--- src/rtl/seg_pair_decoder.sv ---
// Capture side of a two-digit 7-segment display bus: debounces the raw segment pair,
// decodes it back to a byte and flags codes that are not hex digits.
module seg_pair_decoder #(
  parameter int STABLE_CYCLES  = 4,
  parameter bit SEG_ACTIVE_LOW = 1'b0
) (
  input  logic       clk,
  input  logic       rst,
  input  logic [6:0] seg1_in,
  input  logic [6:0] seg2_in,
  input  logic       clear_err,
  output logic [7:0] value_out,
  output logic       valid_out,
  output logic       err_out,
  output logic [7:0] change_cnt
);

  localparam int            CW      = $clog2(STABLE_CYCLES + 1);
  localparam logic [CW-1:0] CNT_MAX = CW'(STABLE_CYCLES);

  typedef enum logic [1:0] {
    EMPTY,
    SETTLE,
    HOLD,
    ERR
  } state_e;

  state_e        state_q, state_d;
  logic [13:0]   samp_q, samp_d;
  logic [CW-1:0] cnt_q, cnt_d;
  logic          done_q, done_d;
  logic [7:0]    value_q, value_d;
  logic          valid_q, valid_d;
  logic          err_q, err_d;
  logic [7:0]    chg_q, chg_d;

  logic [13:0]   samp_in;
  logic [13:0]   code;
  logic [4:0]    dig1, dig2;
  logic          changed, fire, err_set;
  logic [7:0]    pair;

  // Returns {is_hex_digit, nibble} for an active-high {g,f,e,d,c,b,a} code.
  function automatic logic [4:0] decode_digit(input logic [6:0] seg);
    logic [4:0] r;
    case (seg)
      7'h3F:   r = 5'h10;
      7'h06:   r = 5'h11;
      7'h5B:   r = 5'h12;
      7'h4F:   r = 5'h13;
      7'h66:   r = 5'h14;
      7'h6D:   r = 5'h15;
      7'h7D:   r = 5'h16;
      7'h07:   r = 5'h17;
      7'h7F:   r = 5'h18;
      7'h6F:   r = 5'h19;
      7'h77:   r = 5'h1A;
      7'h7C:   r = 5'h1B;
      7'h39:   r = 5'h1C;
      7'h5E:   r = 5'h1D;
      7'h79:   r = 5'h1E;
      7'h71:   r = 5'h1F;
      default: r = 5'h00;
    endcase
    return r;
  endfunction

  // Sample filter: the decision fires once, on the edge after the count first saturates.
  always_comb begin
    samp_in = {seg1_in, seg2_in};
    changed = (samp_in != samp_q);
    samp_d  = samp_in;
    fire    = (cnt_q == CNT_MAX) && !done_q;

    if (changed)              cnt_d = CW'(1);
    else if (cnt_q != CNT_MAX) cnt_d = cnt_q + CW'(1);
    else                      cnt_d = cnt_q;

    if (changed)   done_d = 1'b0;
    else if (fire) done_d = 1'b1;
    else           done_d = done_q;
  end

  // NOTE: every output of this block is given a default first so no latch can be inferred.
  always_comb begin
    code    = SEG_ACTIVE_LOW ? ~samp_q : samp_q;
    dig1    = decode_digit(code[13:7]);
    dig2    = decode_digit(code[6:0]);
    pair    = {dig1[3:0], dig2[3:0]};
    state_d = state_q;
    value_d = value_q;
    valid_d = 1'b0;
    chg_d   = chg_q;
    err_set = 1'b0;

    if (fire) begin
      if (dig1[4] && dig2[4]) begin
        // A first publish after reset goes out even when the pair decodes to 0x00.
        if (state_q == EMPTY || pair != value_q) begin
          value_d = pair;
          valid_d = 1'b1;
          chg_d   = chg_q + 8'd1;
        end
        state_d = HOLD;
      end else begin
        err_set = 1'b1;
        state_d = ERR;
      end
    end else if (changed && (state_q == HOLD || state_q == ERR)) begin
      state_d = SETTLE;
    end

    // Set has priority over a simultaneous clear.
    err_d = err_set | (err_q & ~clear_err);
  end

  // NOTE: sequential state uses non-blocking assignments so all flops update together.
  always_ff @(posedge clk or posedge rst) begin
    if (rst) begin
      state_q <= EMPTY;
      samp_q  <= '0;
      cnt_q   <= '0;
      done_q  <= 1'b0;
      value_q <= '0;
      valid_q <= 1'b0;
      err_q   <= 1'b0;
      chg_q   <= '0;
    end else begin
      state_q <= state_d;
      samp_q  <= samp_d;
      cnt_q   <= cnt_d;
      done_q  <= done_d;
      value_q <= value_d;
      valid_q <= valid_d;
      err_q   <= err_d;
      chg_q   <= chg_d;
    end
  end

  assign value_out  = value_q;
  assign valid_out  = valid_q;
  assign err_out    = err_q;
  assign change_cnt = chg_q;

endmodule

--- config.mk ---
export PLATFORM = sky130hd
export DESIGN_NAME = seg_pair_decoder
export DESIGN_NICKNAME = d
export VERILOG_FILES = /design/src/rtl/seg_pair_decoder.sv
export SDC_FILE = /design/constraint.sdc
export NUM_CORES = 1
export LEC_CHECK = 0
export BUFFER_PORTS_ARGS = -buffer_cell sky130_fd_sc_hd__buf_2
export CAP_MARGIN = 15
export CORE_MARGIN = 2
export CORE_UTILIZATION = 45
export DETAILED_ROUTE_END_ITERATION = 12
export PLACE_DENSITY = 0.7
export SKIP_LAST_GASP = 1
export SLEW_MARGIN = 5
export SYNTH_ARGS = -nofsm -noshare
export SYNTH_HDL_FRONTEND = slang
export SYNTH_SLANG_ARGS = --single-unit
--- constraint.sdc ---
create_clock -name clk -period 4.62 [get_ports clk]
set_input_delay 0.924 -clock clk [delete_from_list [all_inputs] [get_ports clk]]
set_output_delay 0.924 -clock clk [all_outputs]
set_load 0.01 [all_outputs]
==> report_table.html, run 1 <==
<table>
<tr><th>Metric</th><th>Value</th></tr>
<tr><th colspan="2">Power</th></tr>
<tr><td>Maximum VDD drop</td><td>0.170 mV</td></tr>
<tr><td>Standby leakage power</td><td>0.00119 uW</td></tr>
<tr><td>Power Density</td><td>approximately 290 nW/um^2</td></tr>
<tr><td>Total power of the final layout</td><td>775 uW</td></tr>
<tr><th colspan="2">Worst hold path</th></tr>
<tr><td>Worst min-delay path startpoint</td><td>change_cnt[7]</td></tr>
<tr><td>Type of the tightest min-delay check</td><td>register to register</td></tr>
<tr><td>Cell count of the worst hold path</td><td>1</td></tr>
<tr><td>Hold-critical path endpoint</td><td>change_cnt[7]</td></tr>
<tr><th colspan="2">CTS</th></tr>
<tr><td>Sinks on Clock Net</td><td>38</td></tr>
<tr><td>CTS clock-pin slew for the worst setup and hold paths</td><td>0.07 ns</td></tr>
<tr><td>H-Tree Level Count</td><td>2</td></tr>
<tr><td>Clock insertion delay at the later pin of the skew report</td><td>slightly below 0.3 ns</td></tr>
<tr><td>Postcts setup bufs</td><td>0</td></tr>
<tr><td>CTS-repair resized insts</td><td>0</td></tr>
<tr><td>Inserted Clock Buffers</td><td>5</td></tr>
<tr><td>TritonCTS clock tree</td><td>yes</td></tr>
<tr><td>Number of buffers inserted for hold repair after clock tree synthesis</td><td>0</td></tr>
<tr><td>Cell chosen for the clock root</td><td>sky130_fd_sc_hd__clkbuf_8</td></tr>
<tr><td>Maximum number of buffers from clock root to sink</td><td>2</td></tr>
<tr><th colspan="2">Detailed routing</th></tr>
<tr><td>Number of DRC violations after detailed-routing iteration 0</td><td>182</td></tr>
<tr><td>Detailed-router iteration count before antenna repair</td><td>4</td></tr>
<tr><td>Average detailed-routed wire length per instance</td><td>roughly 15 um</td></tr>
<tr><td>Via count</td><td>1972</td></tr>
<tr><td>Met1 layer wirelength in the final routing</td><td>2380 um</td></tr>
<tr><td>Total length of routed met3 wires</td><td>between 300 and 400 um</td></tr>
<tr><td>Post-detailed-route DRC marker count</td><td>0</td></tr>
<tr><td>Via density</td><td>5.68</td></tr>
<tr><td>Top Metal Used</td><td>met4</td></tr>
<tr><td>Routed wire length on met2</td><td>2330 um</td></tr>
<tr><td>Antenna violation net count after detailed routing</td><td>0</td></tr>
<tr><td>Total detailed-routing wirelength</td><td>5070 um</td></tr>
<tr><th colspan="2">Setup path</th></tr>
<tr><td>Critical path cell sequence</td><td>or4b_1 -&gt; a21oi_2 -&gt; or3b_1 -&gt; a311o_2 -&gt; o211ai_4 -&gt; a41oi_4 -&gt; mux2_1</td></tr>
<tr><td>Cell with the largest stage delay on the worst path</td><td>sky130_fd_sc_hd__or4b_1</td></tr>
<tr><td>Worst path required time</td><td>approximately 4.8 ns</td></tr>
<tr><td>Crit path depth</td><td>7</td></tr>
<tr><td>Startpoint of the worst register-to-register path</td><td>code[10]</td></tr>
<tr><td>Worst reg2reg path endpoint</td><td>change_cnt[1]</td></tr>
<tr><td>Arrival time reported for the critical path endpoint</td><td>roughly 3 ns</td></tr>
<tr><td>Worst Setup Path Type</td><td>register to register</td></tr>
<tr><td>Highest cell delay on the worst timing path</td><td>~0.6 ns</td></tr>
<tr><td>Worst-case register-to-register setup slack</td><td>1.84 ns</td></tr>
<tr><td>Buffers &amp; Inverters on Critical Path</td><td>0</td></tr>
<tr><td>Cell family contributing the most delay on the critical path</td><td>compound AO/OA/AOI/OAI gates</td></tr>
<tr><td>Cell depth of the worst flop-to-flop path</td><td>7</td></tr>
<tr><td>Maximum fanout along the worst path</td><td>19</td></tr>
<tr><td>Critical path launch point type</td><td>register</td></tr>
<tr><td>Endpoint class of the critical path</td><td>register</td></tr>
<tr><th colspan="2">Synthesis</th></tr>
<tr><td>Syn avg cell area</td><td>~9.6 um^2</td></tr>
<tr><td>Post-synthesis net count</td><td>roughly 270</td></tr>
<tr><td>Synth Register Bits</td><td>38</td></tr>
<tr><td>Number of standard cells after synthesis</td><td>251</td></tr>
<tr><td>Post-synthesis instance area</td><td>2410 um^2</td></tr>
<tr><td>Post-synthesis cell type count</td><td>around 50</td></tr>
<tr><td>Register area share after synthesis</td><td>about two fifths</td></tr>
<tr><td>Yosys Warn Count</td><td>0</td></tr>
<tr><th colspan="2">STA</th></tr>
<tr><td>Peak clock frequency supported by timing</td><td>0.360 GHz</td></tr>
<tr><td>Setup repair after global routing missed its margin</td><td>no</td></tr>
<tr><td>Final setup fails</td><td>0</td></tr>
<tr><td>Share of the clock period used by the worst path</td><td>around three fifths</td></tr>
<tr><td>Post-route setup TNS</td><td>0 ns</td></tr>
<tr><td>Final number of hold-violating endpoints</td><td>0</td></tr>
<tr><td>Worst clock skew</td><td>0.00355 ns</td></tr>
<tr><td>Max_slew headroom</td><td>59.6%</td></tr>
<tr><td>Transition at the pin with the smallest max-transition slack</td><td>0.601 ns</td></tr>
<tr><td>Clock period minus worst slack</td><td>approximately 2.8 ns</td></tr>
<tr><td>Count of final max-slew check failures</td><td>0</td></tr>
<tr><th colspan="2">Job</th></tr>
<tr><td>Max capacitance violation total</td><td>0</td></tr>
<tr><th colspan="2">Floorplanning</th></tr>
<tr><td>Core ar.</td><td>roughly 5100 um^2</td></tr>
<tr><td>Die Y-Extent</td><td>roughly 77 um</td></tr>
<tr><td>Total Die Area</td><td>5950 um^2</td></tr>
<tr><td>DIE WIDTH</td><td>77.1 um</td></tr>
<tr><td># rows</td><td>26</td></tr>
<tr><td>I/O pins</td><td>35</td></tr>
<tr><td>Starting density of the core</td><td>46.8%</td></tr>
<tr><th colspan="2">Placed design</th></tr>
<tr><td>Final GP Congestion</td><td>0.851</td></tr>
<tr><td>Placed instance area</td><td>~2600 um^2</td></tr>
<tr><td>Quantity of I/O buffers inserted on ports</td><td>34</td></tr>
<tr><td>HPWL Detailed</td><td>3710 um</td></tr>
<tr><th colspan="2">Finish</th></tr>
<tr><td>FF+latch area</td><td>951 um^2</td></tr>
<tr><td>Area of the multi-input gates</td><td>between 1000 and 1500 um^2</td></tr>
<tr><td>Proportion of layout cells with a drive suffix above 1</td><td>18.8%</td></tr>
<tr><td>Number of fill cells in the layout</td><td>486</td></tr>
<tr><td>Layout Nets</td><td>296</td></tr>
<tr><td>Antenna diode count</td><td>0</td></tr>
<tr><td>Summed area of non-filler cells in the final layout</td><td>2710 um^2</td></tr>
<tr><td>Post-synthesis to final-layout area growth</td><td>12.5%</td></tr>
<tr><th colspan="2">Global route</th></tr>
<tr><td>Overall overflow remaining after global route</td><td>0</td></tr>
<tr><td>Maximum number of pins on one net before global-route repair</td><td>39</td></tr>
<tr><td>Total global routing track utilization</td><td>18.0%</td></tr>
<tr><td>Wire length of the first global-routing pass</td><td>8640 um</td></tr>
<tr><td>Number of global-route vias before repair</td><td>~1800</td></tr>
<tr><td>Antenna violations before repair</td><td>0</td></tr>
<tr><th colspan="2">Run status</th></tr>
<tr><td>Result of the run</td><td>finished, final reports clean</td></tr>
</table>
[synthesized netlist by cell type, drive strengths merged]
| master | number | share of area (%) |
|---|---|---|
| nor2b | 3 | 0.78 |
| nor3 | 11 | 2.3 |
| or3b | 4 | 1.5 |
| and4b | 1 | 0.42 |
| nand3b | 8 | 2.5 |
| dfrtp | 38 | 40 |
| a21o | 3 | 0.94 |
| a41oi | 1 | 1.1 |
| a311o | 1 | 0.47 |
| xor2 | 13 | 4.7 |
| ha | 3 | 1.6 |
| o21bai | 1 | 0.31 |
| a21bo | 1 | 0.42 |
| nand3 | 9 | 1.9 |
| o32a | 1 | 0.47 |
| nand4 | 6 | 1.6 |
| a21oi | 7 | 1.6 |
| and3 | 6 | 1.6 |
| nand4bb | 2 | 0.94 |
| o32ai | 2 | 0.73 |
| a2111oi | 1 | 0.62 |
| buf | 17 | 4.5 |
| nand4b | 3 | 1.1 |
| a21boi | 1 | 0.31 |
| a211oi | 2 | 0.62 |
| nor4b | 2 | 0.73 |
| nor2 | 19 | 3.0 |
| a2bb2oi | 1 | 0.36 |
| a41o | 1 | 0.42 |
| mux2 | 2 | 0.94 |
| nor4 | 9 | 3.0 |
| nor3b | 2 | 0.62 |
| inv | 5 | 0.78 |
| nand2 | 20 | 3.1 |
| o211ai | 2 | 1.2 |
| o2bb2ai | 1 | 0.36 |
| o21ai | 9 | 1.9 |
| a31oi | 5 | 1.3 |
| o311ai | 1 | 0.36 |
| xnor2 | 18 | 6.5 |
| mux2i | 1 | 0.42 |
| or4b | 2 | 0.83 |
| and2 | 1 | 0.26 |
| nand2b | 3 | 0.78 |
| nor4bb | 2 | 0.83 |
[state kept, by name, summed over array words and instances (netlist names)]
signal,count
code,14
value_out,8
state_q,2
err_out,1
valid_out,1
change_cnt,8
done_q,1
cnt_q,3
[placed cells by master, fill, tap and decap left out, drive strengths merged, types with 2 or more instances in the layout]
master and n:
dfrtp 38, buf 35, nand2 20, nor2 19, xnor2 18, xor2 13
nor3 11, nand3 9, o21ai 9, nor4 9, nand3b 8, a21oi 7
and3 6, nand4 6, clkbuf 6, a31oi 5, inv 5, or3b 4
nand2b 3, nor2b 3, nand4b 3, a21o 3, ha 3, nor4bb 2
nand4bb 2, nor4b 2, nor3b 2, or4b 2, a211oi 2, o32ai 2
bufinv 2, o211ai 2, mux2 2
[worst max-delay path by stage]
stage	start	slack (ns)	to
finish	code[10]	1.84	change_cnt[1]
global route	code[10]	1.60	change_cnt[7]
CTS	code[10]	1.86	change_cnt[1]
detailed placement	code[10]	1.87	change_cnt[1]
global placement	code[10]	1.95	change_cnt[1]
floorplan	code[10]	2.36	change_cnt[1]
[metrics by stage]
stage | hold WS [ns] | worst slack [ns] | util [%] | cells
2_1_floorplan | 0.463 | 2.36 | - | 251
3_3_place_gp | 0.467 | 1.95 | 49.9 | 339
3_5_place_dp | 0.458 | 1.87 | 49.9 | 339
4_1_cts | 0.475 | 1.86 | 52.7 | 347
5_1_grt | 0.501 | 1.60 | 52.7 | 347
6_report | 0.475 | 1.84 | 52.7 | 347
[layout make-up]
cell class	instances	share of cell area, %
clock buffers	6	3.05
clock inverters	2	2.22
inverters	5	0.693
multi-input cells	191	49.1
flip-flops and latches	38	35.1
well taps	70	3.23
repair buffers	35	6.56
[where the power goes]
part	internal, uW	leakage (uW)	switching, uW	total [uW]
Sequential	338	0.000493	23.8	362
Clock	230	0.0000714	119	350
Combinational	29.9	0.000624	32.9	62.8
[kinds of logic (layout without fill, tap and decap cells)]
| family | after synthesis | count (layout) | synth area share, % |
|---|---|---|---|
| adder cells (fa/ha/maj) | 3 | 3 | 1.56 |
| AO/OA/AOI/OAI | 41 | 41 | 13.5 |
| buffers and inverters | 22 | 48 | 5.25 |
| AND/OR/NAND/NOR | 113 | 113 | 27.5 |
| multiplexers | 3 | 3 | 1.35 |
| flip-flops | 38 | 38 | 39.5 |
| XOR/XNOR | 31 | 31 | 11.3 |
[metal layers]
metal / global-route usage, % / vias to the layer above
met3: 3.88 / 6
met2: 27.5 / 60
met5: 0 / -
met4: 4.29 / 0
met1: 26.2 / 944
li1: - / 962
No activity file was read; power rests on OpenSTA's default activity.
==> run 2: changes to the inputs <==
- clock period: 4.62 -> 2.7 ns (I/O delays scaled with it)
==> run 2 against run 1 <==
Effect of this change:
- non-clock buffer count rose by 13
- total power rose by 48%
- combinational power rose by 100%
- die area did not move
- first-iteration DRC count rose by 2.2%
- critical endpoint is now change_cnt[0]
==> report_table.html, run 2 (synthesis gave the netlist of run 1 again) <==
<table>
<tr><th>Metric</th><th>Value</th></tr>
<tr><th colspan="2">Detailed routing</th></tr>
<tr><td>Detailed-router iteration count before antenna repair</td><td>4 (unchanged)</td></tr>
<tr><td>Antenna violation net count after detailed routing</td><td>0 (unchanged)</td></tr>
<tr><td>Total detailed-routing wirelength</td><td>5320 um (was 5070 um)</td></tr>
<tr><td>Via count</td><td>2056 (was 1972)</td></tr>
<tr><td>Via density</td><td>5.70 (was 5.68)</td></tr>
<tr><td>Number of DRC violations after detailed-routing iteration 0</td><td>186 (was 182)</td></tr>
<tr><td>Post-detailed-route DRC marker count</td><td>0 (unchanged)</td></tr>
<tr><td>Average detailed-routed wire length per instance</td><td>14.7 um (was 14.6 um)</td></tr>
<tr><th colspan="2">STA</th></tr>
<tr><td>Setup repair after global routing missed its margin</td><td>yes (was no)</td></tr>
<tr><td>Share of the clock period used by the worst path</td><td>96.5% (was 60.1%)</td></tr>
<tr><td>Worst clock skew</td><td>0.00775 ns (was 0.00355 ns)</td></tr>
<tr><td>Count of final max-slew check failures</td><td>0 (unchanged)</td></tr>
<tr><td>Final number of hold-violating endpoints</td><td>0 (unchanged)</td></tr>
<tr><td>Transition at the pin with the smallest max-transition slack</td><td>0.547 ns (was 0.601 ns)</td></tr>
<tr><td>Max_slew headroom</td><td>62.9% (was 59.6%)</td></tr>
<tr><td>Final setup fails</td><td>0 (unchanged)</td></tr>
<tr><td>Peak clock frequency supported by timing</td><td>0.384 GHz (was 0.360 GHz)</td></tr>
<tr><td>Final hold slack</td><td>0.338 ns (was 0.475 ns)</td></tr>
<tr><td>Clock period minus worst slack</td><td>2.61 ns (was 2.78 ns)</td></tr>
<tr><th colspan="2">Setup path</th></tr>
<tr><td>Critical path cell sequence</td><td>buf_4 -&gt; or3b_1 -&gt; a21oi_1 -&gt; o21bai_1 -&gt; and3_1 -&gt; nor4_4 -&gt; a41oi_2 -&gt; buf_4 -&gt; xor2_1 (was or4b_1 -&gt; a21oi_2 -&gt; or3b_1 -&gt; a311o_2 -&gt; o211ai_4 -&gt; a41oi_4 -&gt; mux2_1)</td></tr>
<tr><td>Critical Path Most Common Cell</td><td>sky130_fd_sc_hd__buf_4</td></tr>
<tr><td>Startpoint of the worst register-to-register path</td><td>code[1] (was code[10])</td></tr>
<tr><td>Buffers &amp; Inverters on Critical Path</td><td>2 (was 0)</td></tr>
<tr><td>Critical path launch point type</td><td>register (unchanged)</td></tr>
<tr><td>Worst-case register-to-register setup slack</td><td>0.09 ns (was 1.84 ns)</td></tr>
<tr><td>Cell family contributing the most delay on the critical path</td><td>simple AND/OR/NAND/NOR gates (was compound AO/OA/AOI/OAI gates)</td></tr>
<tr><td>Cell with the largest stage delay on the worst path</td><td>sky130_fd_sc_hd__dfrtp_1 (was sky130_fd_sc_hd__or4b_1)</td></tr>
<tr><td>Endpoint class of the critical path</td><td>register (unchanged)</td></tr>
<tr><td>Worst Setup Path Type</td><td>register to register (unchanged)</td></tr>
<tr><td>Maximum fanout along the worst path</td><td>6 (was 19)</td></tr>
<tr><td>Arrival time reported for the critical path endpoint</td><td>2.79 ns (was 2.95 ns)</td></tr>
<tr><td>Worst path required time</td><td>2.88 ns (was 4.79 ns)</td></tr>
<tr><td>Worst reg2reg path endpoint</td><td>change_cnt[0] (was change_cnt[1])</td></tr>
<tr><td>Cell depth of the worst flop-to-flop path</td><td>9 (was 7)</td></tr>
<tr><td>Highest cell delay on the worst timing path</td><td>0.44 ns (was 0.60 ns)</td></tr>
<tr><th colspan="2">Placed design</th></tr>
<tr><td>Quantity of I/O buffers inserted on ports</td><td>34 (unchanged)</td></tr>
<tr><td>HPWL Detailed</td><td>3720 um (was 3710 um)</td></tr>
<tr><td>Post-placement cell count</td><td>350 (was 339)</td></tr>
<tr><td>Placed instance area</td><td>2650 um^2 (was 2560 um^2)</td></tr>
<tr><td>Final GP Congestion</td><td>0.881 (was 0.851)</td></tr>
<tr><th colspan="2">Finish</th></tr>
<tr><td>Most common cell after layout, fill and taps aside</td><td>sky130_fd_sc_hd__dfrtp_1 (unchanged)</td></tr>
<tr><td>Layout Nets</td><td>310 (was 296)</td></tr>
<tr><td>Post-synthesis to final-layout area growth</td><td>15.6% (was 12.5%)</td></tr>
<tr><td>FF+latch area</td><td>955 um^2 (was 951 um^2)</td></tr>
<tr><td>Proportion of layout cells with a drive suffix above 1</td><td>24.4% (was 18.8%)</td></tr>
<tr><td>Leading cell types in the layout, fill and taps excluded</td><td>35 x sky130_fd_sc_hd__dfrtp_1, 34 x sky130_fd_sc_hd__buf_2, 20 x sky130_fd_sc_hd__nand2_1 (was 38 x sky130_fd_sc_hd__dfrtp_1, 34 x sky130_fd_sc_hd__buf_2, 20 x sky130_fd_sc_hd__nand2_1)</td></tr>
<tr><td>Number of flip-flops in the largest register</td><td>14 (unchanged)</td></tr>
<tr><td>Number of fill cells in the layout</td><td>497 (was 486)</td></tr>
<tr><td>Count of placed standard cells in the final layout, fillers left out</td><td>361 (was 347)</td></tr>
<tr><td>Antenna diode count</td><td>0 (unchanged)</td></tr>
<tr><td>Layout Utilization</td><td>54.1% (was 52.7%)</td></tr>
<tr><td>Area of the multi-input gates</td><td>1360 um^2 (was 1330 um^2)</td></tr>
<tr><td>Summed area of non-filler cells in the final layout</td><td>2780 um^2 (was 2710 um^2)</td></tr>
<tr><th colspan="2">Floorplanning</th></tr>
<tr><td>Total Die Area</td><td>5950 um^2 (unchanged)</td></tr>
<tr><td>Die Y-Extent</td><td>77.1 um (unchanged)</td></tr>
<tr><td>DIE WIDTH</td><td>77.1 um (unchanged)</td></tr>
<tr><td>Core ar.</td><td>5140 um^2 (unchanged)</td></tr>
<tr><td>I/O pins</td><td>35 (unchanged)</td></tr>
<tr><td># rows</td><td>26 (unchanged)</td></tr>
<tr><td>Starting density of the core</td><td>46.8% (unchanged)</td></tr>
<tr><th colspan="2">Power</th></tr>
<tr><td>Maximum VDD drop</td><td>0.326 mV (was 0.170 mV)</td></tr>
<tr><td>Standby leakage power</td><td>0.00123 uW (was 0.00119 uW)</td></tr>
<tr><td>Power Density</td><td>412 nW/um^2 (was 286 nW/um^2)</td></tr>
<tr><td>Total power of the final layout</td><td>1150 uW (was 775 uW)</td></tr>
<tr><th colspan="2">CTS</th></tr>
<tr><td>Cell chosen for the clock root</td><td>sky130_fd_sc_hd__clkbuf_8 (unchanged)</td></tr>
<tr><td>Sinks on Clock Net</td><td>38 (unchanged)</td></tr>
<tr><td>Clock insertion delay at the later pin of the skew report</td><td>0.30 ns (was 0.29 ns)</td></tr>
<tr><td>CTS clock-pin slew for the worst setup and hold paths</td><td>0.09 ns (was 0.07 ns)</td></tr>
<tr><td>H-Tree Level Count</td><td>2 (unchanged)</td></tr>
<tr><td>Inserted Clock Buffers</td><td>5 (unchanged)</td></tr>
<tr><td>TritonCTS clock tree</td><td>yes (unchanged)</td></tr>
<tr><td>Number of buffers inserted for hold repair after clock tree synthesis</td><td>0 (unchanged)</td></tr>
<tr><td>Maximum number of buffers from clock root to sink</td><td>2 (unchanged)</td></tr>
<tr><th colspan="2">Run status</th></tr>
<tr><td>Result of the run</td><td>finished, final reports clean (unchanged)</td></tr>
<tr><th colspan="2">Global route</th></tr>
<tr><td>Total global routing track utilization</td><td>18.4% (was 18.0%)</td></tr>
<tr><td>Overall overflow remaining after global route</td><td>0 (unchanged)</td></tr>
<tr><td>Antenna violations before repair</td><td>0 (unchanged)</td></tr>
<tr><td>Wire length of the first global-routing pass</td><td>8890 um (was 8640 um)</td></tr>
<tr><td>Maximum number of pins on one net before global-route repair</td><td>39 (unchanged)</td></tr>
<tr><td>Number of global-route vias before repair</td><td>1910 (was 1766)</td></tr>
<tr><th colspan="2">Worst hold path</th></tr>
<tr><td>Type of the tightest min-delay check</td><td>input pin to async pin (was register to register)</td></tr>
<tr><th colspan="2">Job</th></tr>
<tr><td>Max capacitance violation total</td><td>0 (unchanged)</td></tr>
</table>
run 2: through the flow:
step,TNS [ns],setup slack [ns]
final,0,0.0933
after floorplan,0,0.442
after CTS,0,0.0554
after global placement,0,0.150
after global routing,-0.0427,-0.0338
after detailed placement,0,0.0632
run 2: how the worst max path moves through the flow:
stage / startpoint / end / slack [ns] / depth (start not counted)
finish: code[1] / change_cnt[0] / 0.09 / 9
global route: code[6] / change_cnt[0] / -0.03 / 8
CTS: code[10] / change_cnt[1] / 0.06 / 7
detailed placement: code[10] / change_cnt[1] / 0.06 / 7
global placement: code[10] / change_cnt[1] / 0.15 / 7
floorplan: code[10] / change_cnt[1] / 0.44 / 8
run 2: what timing repair did:
| item | in CTS | in global routing |
|---|---|---|
| setup endpoints to repair | 0 | 11 |
| buffers inserted | 0 | 2 |
| hold endpoints to repair | 0 | 0 |
| resized for setup | 0 | 5 |
run 2: report_power, final:
part	total [uW]	internal, uW	switching, uW
Combinational	126	59.8	66.5
Sequential	614	579	34.5
Clock	407	182	225
run 2: per-layer routing:
metal | wire length, um | global-route usage (%) | vias up
met2 | 2320 | 27.7 | 74
met4 | 85 | 4.82 | 0
met1 | 2560 | 26.2 | 976
met3 | 358 | 4.82 | 11
met5 | 0 | 0 | -
li1 | - | - | 995
run 2: cell type report:
type / instances / area share (%)
tap: 70 / 3.15
clock inverter: 3 / 0.764
inverter: 5 / 0.674
sequential: 38 / 34.3
timing repair buffer: 48 / 9.89
multi-input combinational: 192 / 48.7
clock buffer: 5 / 2.47
run 2: tightest hold or removal path, delay by kind of cell:
kind	cells	cell delay (ns)
buf+inv	3	0.53
